===== src/rtl/muldiv_sequencer.sv =====
// Iterative 32-bit unsigned multiply / divide unit: shift-add MUL/MULHU, restoring DIVU/REMU.
// Divider datapath is present only when MULDIV_DIV_EN is defined; otherwise DIVU/REMU finish at once with 0.
module muldiv_sequencer (
  input  logic        clk,
  input  logic        rst,
  input  logic        start_i,
  input  logic [1:0]  op_i,
  input  logic [31:0] a_i,
  input  logic [31:0] b_i,
  input  logic        flush_i,
  output logic        stall_o,
  output logic        busy_o,
  output logic        done_o,
  output logic [31:0] result_o
);

  // Handshake: an op is taken when start_i=1 and flush_i=0 in IDLE; the pipeline is
  // frozen (stall_o) until the single done_o cycle, during which it advances exactly once.

  typedef enum logic [1:0] {
    IDLE = 2'd0,
    CALC = 2'd1,
    DONE = 2'd2
  } state_t;

  state_t      state_q, state_d;
  logic [5:0]  cnt_q;
  logic [31:0] acc_q, q_q, opnd_q;
  logic [31:0] acc_d, q_d;
  logic        hi_q;
  logic        accept, bypass;
  logic [32:0] mul_sum;

`ifdef MULDIV_DIV_EN
  logic        div_q;
  logic [32:0] div_shift, div_diff;
  assign bypass = 1'b0;
`else
  assign bypass = op_i[1];
`endif

  assign accept = (state_q == IDLE) && start_i && !flush_i;

  always_comb begin
    state_d = state_q;
    stall_o = 1'b0;
    done_o  = 1'b0;
    busy_o  = (state_q == CALC);
    if (flush_i) begin
      state_d = IDLE;
    end else begin
      case (state_q)
        IDLE: begin
          if (start_i) begin
            stall_o = 1'b1;
            state_d = bypass ? DONE : CALC;
          end
        end
        CALC: begin
          stall_o = 1'b1;
          // One setup cycle plus 32 bit-steps, so the exit test is on 32, not 31.
          if (cnt_q == 6'd32) state_d = DONE;
        end
        DONE: begin
          done_o  = 1'b1;
          state_d = IDLE;
        end
        default: state_d = IDLE;
      endcase
    end
  end

  always_comb begin
    mul_sum = {1'b0, acc_q} + {1'b0, opnd_q};
    if (q_q[0]) begin
      acc_d = mul_sum[32:1];
      q_d   = {mul_sum[0], q_q[31:1]};
    end else begin
      acc_d = {1'b0, acc_q[31:1]};
      q_d   = {acc_q[0], q_q[31:1]};
    end
`ifdef MULDIV_DIV_EN
    // Partial remainder stays below the divisor, so bit 32 of the difference is the borrow.
    div_shift = {acc_q, q_q[31]};
    div_diff  = div_shift - {1'b0, opnd_q};
    if (div_q) begin
      if (!div_diff[32]) begin
        acc_d = div_diff[31:0];
        q_d   = {q_q[30:0], 1'b1};
      end else begin
        acc_d = div_shift[31:0];
        q_d   = {q_q[30:0], 1'b0};
      end
    end
`endif
  end

  always_ff @(posedge clk or negedge rst) begin
    if (!rst) state_q <= IDLE;
    else      state_q <= state_d;
  end

  // q_q holds the multiplier / dividend and ends as product low word / quotient;
  // acc_q ends as product high word / remainder, so op_i[0] alone picks the result.
  always_ff @(posedge clk or negedge rst) begin
    if (!rst) begin
      cnt_q    <= 6'd0;
      acc_q    <= 32'd0;
      q_q      <= 32'd0;
      opnd_q   <= 32'd0;
      hi_q     <= 1'b0;
      result_o <= 32'd0;
`ifdef MULDIV_DIV_EN
      div_q    <= 1'b0;
`endif
    end else if (accept) begin
      cnt_q <= 6'd0;
      acc_q <= 32'd0;
      hi_q  <= op_i[0];
`ifdef MULDIV_DIV_EN
      div_q  <= op_i[1];
      q_q    <= op_i[1] ? a_i : b_i;
      opnd_q <= op_i[1] ? b_i : a_i;
`else
      q_q    <= b_i;
      opnd_q <= a_i;
`endif
      if (bypass) result_o <= 32'd0;
    end else if (state_q == CALC && !flush_i) begin
      if (cnt_q == 6'd32) begin
        result_o <= hi_q ? acc_q : q_q;
      end else begin
        acc_q <= acc_d;
        q_q   <= q_d;
        cnt_q <= cnt_q + 6'd1;
      end
    end
  end

endmodule


===== config.mk =====
export PLATFORM = sky130hd
export DESIGN_NAME = muldiv_sequencer
export DESIGN_NICKNAME = d
export VERILOG_FILES = /design/src/rtl/muldiv_sequencer.sv
export SDC_FILE = /design/constraint.sdc
export NUM_CORES = 1
export LEC_CHECK = 0
export BUFFER_PORTS_ARGS = -buffer_cell sky130_fd_sc_hd__buf_2
export CORE_UTILIZATION = 58
export DETAILED_ROUTE_END_ITERATION = 8
export GPL_TIMING_DRIVEN = 0
export PLACE_DENSITY = 0.8
export SLEW_MARGIN = 0
export SYNTH_ARGS = -nofsm -noshare
export SYNTH_HDL_FRONTEND = slang
export SYNTH_SLANG_ARGS = --single-unit

===== constraint.sdc =====
create_clock -name clk -period 3.2 [get_ports clk]
set_input_delay 0.16 -clock clk [delete_from_list [all_inputs] [get_ports clk]]
set_output_delay 0.16 -clock clk [all_outputs]
set_load 0.02 [all_outputs]

==> results.md, run 1 <==
* Crit path max fanout at 10
* Layout Skew at 0.00739 ns
* Die Area at 13900 um^2
* Total I/O pin count at 105
* Via count at 7524
* Cts repair resizes at 0
* Clock sinks at 137
* Share of the clock period used by the worst path at 94.1%
* Critical-path cell list: inv_1 -> ha_1 -> nand2_1 -> nor4_1 -> nor2b_1 -> buf_2 -> nor2_1 -> buf_2 -> nand2_1 -> nand2_1
* CTS Root Buffer Type: clkbuf_16
* Post-synth EDFFs at 0
* Slew Viols, Final at 0
* Final ANT Viol Nets at 0
* CP Data Arrival Time at 3.37 ns
* Final Net Count at 1160
* CTS tree: done
* Yosys reg bits at 137
* CP most frequent cell: nand2_1
* Grt ovf at 0
* Worst skew pair latency at 0.43 ns
* Iteration count of the initial detailed-routing pass at 7
* Sequential element share of the synthesized area at 44.0%
* I/O Buffers at 104
* Slew HR at 32.9%
* Critical path class: reg -> reg
* Die W at 118 um
* Layout cell share with drive strength beyond 1 at 14.3%
* Drt wl/cell at 18.7 um
* CP peak stage delay at 0.76 ns
* WL final at 23.2 mm
* GR Util All Layers at 34.4%
* Outcome: finished clean
* Fillers at 942
* Vias in the first global route at 7158
* CP max-delay cell: nor4_1
* Area Overhead vs Synth at 23.8%
* Initial Util at 60.5%
* Util after Layout at 74.9%
* Synth Warn # at 0
* Final hold violation count at 0
* Worst setup EP type: register
* Synth Instances at 882
* Syn_area_per_cell at 8.83 um^2
* MaxCap Viol Count at 0
* Unrepaired setup endpoints after global routing: false
* Core area at 12900 um^2
* Final setup vio count at 0
* Netlist cell types at 57
* Starting DRT DRC Count at 782
* Clock buffer depth at 2
* Mapped Area at 7790 um^2
* Async SR Flop Fraction at 100%
* Clk pin slew, worst setup/hold paths at 0.06 ns
* Max Freq at 0.332 GHz
* ANT cells at 0
* Vias per Instance at 6.07
* CP startpoint kind: register
* Hpwl dp at 16.3 mm
* Largest net degree at the start of global routing at 97
* Drt drc at 0
* Synth Flop Type: dfrtp_1
* Max rail drop VDD at 0.401 mV
* Setup TNS at 0 ns
* Initial antenna violation count at 0
* Row Count at 41
* Top cell family by delay on the critical path: simple AND/OR/NAND/NOR gates
* H-tree levels at 4
* Worst-margin pin slew at 0.997 ns
* Min-Delay Path Class: in -> reg
* PwrDens at 575 nW/um^2
* RD Place Congestion at 0.935
* Commonest non-fill, non-tap cells in the layout: nand2_1, dfrtp_1, buf_2
* Commonest non-fill, non-tap cell in the layout: nand2_1
* Critical Path RT at 3.56 ns
* Static Leak at 0.00471 uW
* Final worst path period need at 3.01 ns
* Buf/Inv on CP at 3
* Die Height at 118 um
* First-pass GRT wire length at 37.1 mm
* Post-Syn Nets at 987
* Worst hold slack at 0.00623 ns
* CTS Buf Count at 17
cells in the mapped netlist (14+ instances only):
cell type	count	area (um^2)
dfrtp_1	137	3430
clkbuf_1	41	154
ha_1	34	425
a21oi_1	36	180
mux2i_1	49	490
a21o_1	14	105
nand3_1	23	115
xnor2_1	16	140
a22oi_1	16	120
nand2_1	223	837
xor2_1	14	123
a31oi_1	34	213
o31ai_1	19	143
nor2_1	38	143
o21ai_0	63	315
sequential cells by signal, summed over array words and instances, names as in the netlist:
signal,flops
acc_q,32
opnd_q,32
q_q,32
result_o,32
cnt_q,6
state_q,2
hi_q,1
metrics by stage:
step	power [uW]	cells	worst slack, ns	instance area, um^2
2_1_floorplan	3050	882	0.583	7790
3_3_place_gp	3450	1158	0.113	8520
3_5_place_dp	3480	1159	0.304	8560
4_1_cts	5500	1240	0.288	9640
5_1_grt	5780	1240	0.0833	9640
6_report	5540	1240	0.190	9640
area by class of cell:
type	count	area (um^2)	share of cell area, %
multi-input cells	674	4080	42.3
clock buffers	26	509	5.28
well taps	172	215	2.23
repair buffers	154	1040	10.8
flip-flops and latches	137	3430	35.6
clock inverters	6	86.3	0.895
inverters	13	48.8	0.506
plain buffers	58	230	2.39
kinds of logic after synthesis:
group,after synthesis,share of synthesized area (%)
AND/OR/NAND/NOR,344,19.2
flip-flops,137,44.0
adder cells (fa/ha/maj),35,5.72
XOR/XNOR,30,3.37
multiplexers,49,6.30
AO/OA/AOI/OAI,216,17.8
buffers and inverters,71,3.58
path summary, 6_finish.rpt:
check	from	end	slack [ns]	cells past startpoint
setup / recovery	cnt_q[1]	q_q[30]	0.19	10
hold / removal	b_i[1]	q_q[1]	0.006	3
setup reg to reg	cnt_q[1]	q_q[30]	0.19	10
hold reg to reg	opnd_q[26]	opnd_q[26]	0.48	2
max in group asynchronous	rst	opnd_q[15]	2.19	3
min in group asynchronous	rst	result_o[27]	0.22	2
repair_timing:
item                                    CTS  global route
setup buffers                             0             0
endpoints found under the hold margin    89             0
hold buffers                             49             0
endpoints found under the setup margin    0             0
metal layers:
metal  track usage, %  up-vias  part of all wire (%)
li1                 -     3468                     -
met1             45.5     3577                    41
met2             53.8      392                    46
met3             9.01       87                   9.4
met4             13.9        0                   3.6
met5                0        -                     0
worst reg2reg max path: cells and delay by family (launching register included):
| kind | cells | cell delay [ns] |
|---|---|---|
| DFF | 1 | 0.42 |
| and+or+nand+nor | 6 | 1.69 |
| buffers and inverters | 3 | 0.70 |
| adders and majority gates | 1 | 0.14 |
power by group:
part	internal (uW)	leakage (uW)	switching [uW]	total, uW
registers	1970	0.00178	210	2180
logic	539	0.00265	831	1370
clock network	1250	0.000291	736	1990
No activity file was read; power rests on OpenSTA's default activity.
==> run 2: changes to the inputs <==
CORE_MARGIN = 5   (was default)
==> run 2 against run 1 <==
Core utilization shrank 2.0 points. Global-route usage fell by 4.2 points. First-iteration DRC count increased by 15%. Worst hold slack worse by 0.00090 ns. Power decreased by 0.47%. Via count down 1.3%. Die area rose by 14%. Sequential share of layout area up 0.12 points. Sequential power about the same. Critical endpoint is now acc_q[29].
==> results.md, run 2 (synthesis gave the netlist of run 1 again) <==
* Outcome: finished clean (unchanged)
* Worst setup EP type: register (unchanged)
* Min-Delay Path Class: in -> reg (unchanged)
* Crit path max fanout at 4 (was 10)
* Fin area at 9610 um^2 (was 9640 um^2)
* CP Data Arrival Time at 3.25 ns (was 3.37 ns)
* CP peak stage delay at 0.48 ns (was 0.76 ns)
* Commonest non-fill, non-tap cell in the layout: nand2_1 (unchanged)
* Core area at 13200 um^2 (was 12900 um^2)
* Int Pwr at 3770 uW (was 3760 uW)
* Seq pwr share at 39.6% (was 39.4%)
* CP endpoint: acc_q[29] (was q_q[30])
* Clock buffer depth at 2 (unchanged)
* CTS tree: done (unchanged)
* Commonest non-fill, non-tap cells in the layout: nand2_1, dfrtp_1, buf_2 (unchanged)
* Unrepaired setup endpoints after global routing: false (unchanged)
* CTS Root Buffer Type: clkbuf_16 (unchanged)
* Final worst path period need at 2.95 ns (was 3.01 ns)
* Slew HR at 43.9% (was 32.9%)
* Worst path depth at 10 (unchanged)
* Layout Skew at 0.00469 ns (was 0.00739 ns)
* Area Overhead vs Synth at 23.4% (was 23.8%)
* Static Leak at 0.00470 uW (was 0.00471 uW)
* CP startpoint kind: register (unchanged)
* Worst hold slack at 0.00532 ns (was 0.00623 ns)
* Max Freq at 0.339 GHz (was 0.332 GHz)
* Placed cells at 1163 (was 1159)
* Placed Area at 8560 um^2 (about the same)
* Share of the clock period used by the worst path at 92.2% (was 94.1%)
* Drt wl/cell at 19.1 um (was 18.7 um)
* Setup TNS at 0 ns (unchanged)
* Net Switching at 1750 uW (was 1780 uW)
* Worst skew pair latency at 0.42 ns (was 0.43 ns)
* Cts repair resizes at 0 (unchanged)
* WL final at 23.6 mm (was 23.2 mm)
* FF-to-FF Start: acc_q[0] (was cnt_q[1])
* Final hold violation count at 0 (unchanged)
* Critical-path cell list: ha_1 -> fa_1 -> a21o_1 -> o2bb2ai_1 -> o211ai_2 -> a22oi_2 -> a41o_1 -> or4_1 -> o2111ai_1 -> o21ai_1 (was inv_1 -> ha_1 -> nand2_1 -> nor4_1 -> nor2b_1 -> buf_2 -> nor2_1 -> buf_2 -> nand2_1 -> nand2_1)
* Total I/O pin count at 105 (unchanged)
* Final Non-Filler Cells at 1238 (was 1240)
* Clock share of power at 35.6% (was 35.8%)
* CP max-delay cell: or4_1 (was nor4_1)
* Row Count at 42 (was 41)
* Final setup vio count at 0 (unchanged)
* Buf/Inv on CP at 0 (was 3)
* Vias in the first global route at 7476 (was 7158)
* Hpwl dp at 16.8 mm (was 16.3 mm)
* I/O Buffers at 104 (unchanged)
* RD Place Congestion at 0.976 (was 0.935)
* CTS Buf Count at 17 (unchanged)
* Layout cell share with drive strength beyond 1 at 14.1% (was 14.3%)
* GR Util All Layers at 30.2% (was 34.4%)
* Reg2reg end: acc_q[29] (was q_q[30])
* Clock sinks at 137 (unchanged)
* H-tree levels at 4 (unchanged)
* Critical path class: reg -> reg (unchanged)
* Initial antenna violation count at 0 (unchanged)
* R2R Setup Slk at 0.25 ns (was 0.19 ns)
* Die Area at 15800 um^2 (was 13900 um^2)
* Top cell family by delay on the critical path: compound AO/OA/AOI/OAI gates (was simple AND/OR/NAND/NOR gates)
* Worst-margin pin slew at 0.834 ns (was 0.997 ns)
* Crit. Startpoint: acc_q[0] (was cnt_q[1])
* Vias per Instance at 6.00 (was 6.07)
* Hold Crit Start: b_i[22] (was b_i[1])
* Via count at 7425 (was 7524)
* Slew Viols, Final at 0 (unchanged)
* Initial Util at 59.0% (was 60.5%)
* Grt ovf at 0 (unchanged)
* Clk pin slew, worst setup/hold paths at 0.06 ns (about the same)
* Critical Path RT at 3.50 ns (was 3.56 ns)
* Final Net Count at 1158 (was 1160)
* Die Height at 126 um (was 118 um)
* ANT cells at 0 (unchanged)
* Sw Share at 31.7% (was 32.1%)
* PwrDens at 574 nW/um^2 (was 575 nW/um^2)
* Largest net degree at the start of global routing at 103 (was 97)
* Comb pwr share at 24.8% (was 24.7%)
* Die W at 126 um (was 118 um)
* Max rail drop VDD at 0.419 mV (was 0.401 mV)
* Drt drc at 0 (unchanged)
* Iteration count of the initial detailed-routing pass at 7 (unchanged)
* Pwr Total at 5510 uW (was 5540 uW)
* R2R cell count at 10 (unchanged)
* Starting DRT DRC Count at 900 (was 782)
* First-pass GRT wire length at 38.0 mm (was 37.1 mm)
* Final ANT Viol Nets at 0 (unchanged)
* MaxCap Viol Count at 0 (unchanged)
## run 2: cell types whose count changed in the layout (fill, tap and decap cells not counted), sizes merged
cell         delta
clkinv          -3
clkinvlp        -1
dlygate4sd3     -2
## run 2: final cells by class
class,count,area [um^2]
buffer,58,230
clock buffer,26,519
clock inverter,2,60.1
fill,988,3580
inverter,13,48.8
multi-input combinational,674,4080
sequential,137,3430
tap,176,220
timing repair buffer,152,1020
## run 2: layer usage
metal  up-vias  part of all wire [%]  track usage [%]
met5         -                     0                0
met4         0                   4.2             14.0
met3        72                   9.9             9.40
met2       353                    46             47.5
met1      3549                    40             38.5
li1       3451                     -                -
## run 2: per-stage QoR
step / setup WS [ns] / util (%)
3_3_place_gp: 0.0937 / 64.6
5_1_grt: 0.0694 / 72.9
2_1_floorplan: 0.583 / -
4_1_cts: 0.270 / 72.9
3_5_place_dp: 0.285 / 64.9
6_report: 0.249 / 72.9
## run 2: worst reg2reg max path, stage by stage (launching register included)
cell       delay, ns
dfrtp_1         0.43
ha_1            0.25
fa_1            0.42
a21o_1          0.21
o2bb2ai_1       0.17
o211ai_2        0.25
a22oi_2         0.12
a41o_1          0.30
or4_1           0.48
o2111ai_1       0.11
o21ai_1         0.08
## run 2: worst min-delay path by stage
stage	cells past startpoint	slack [ns]	endpoint
floorplan	0	-0.14	acc_q[0]
global placement	3	0.35	opnd_q[7]
detailed placement	1	0.08	cnt_q[5]
CTS	3	0.0001	q_q[22]
global route	3	0.008	q_q[0]
finish	3	0.005	q_q[22]
## run 2: power by group through the flow
stage | registers (uW) | clock network (uW) | logic [uW]
after CTS | 2180 | 1960 | 1350
after floorplan | 2190 | 0 | 855
after detailed placement | 2200 | 0 | 1290
final | 2190 | 1960 | 1370
after global placement | 2190 | 0 | 1260
after global routing | 2210 | 2050 | 1510
## run 2: what timing repair did
action / CTS / global route
endpoints found under the hold margin: 81 / 0
hold buffers: 47 / 0
setup buffers: 0 / 0
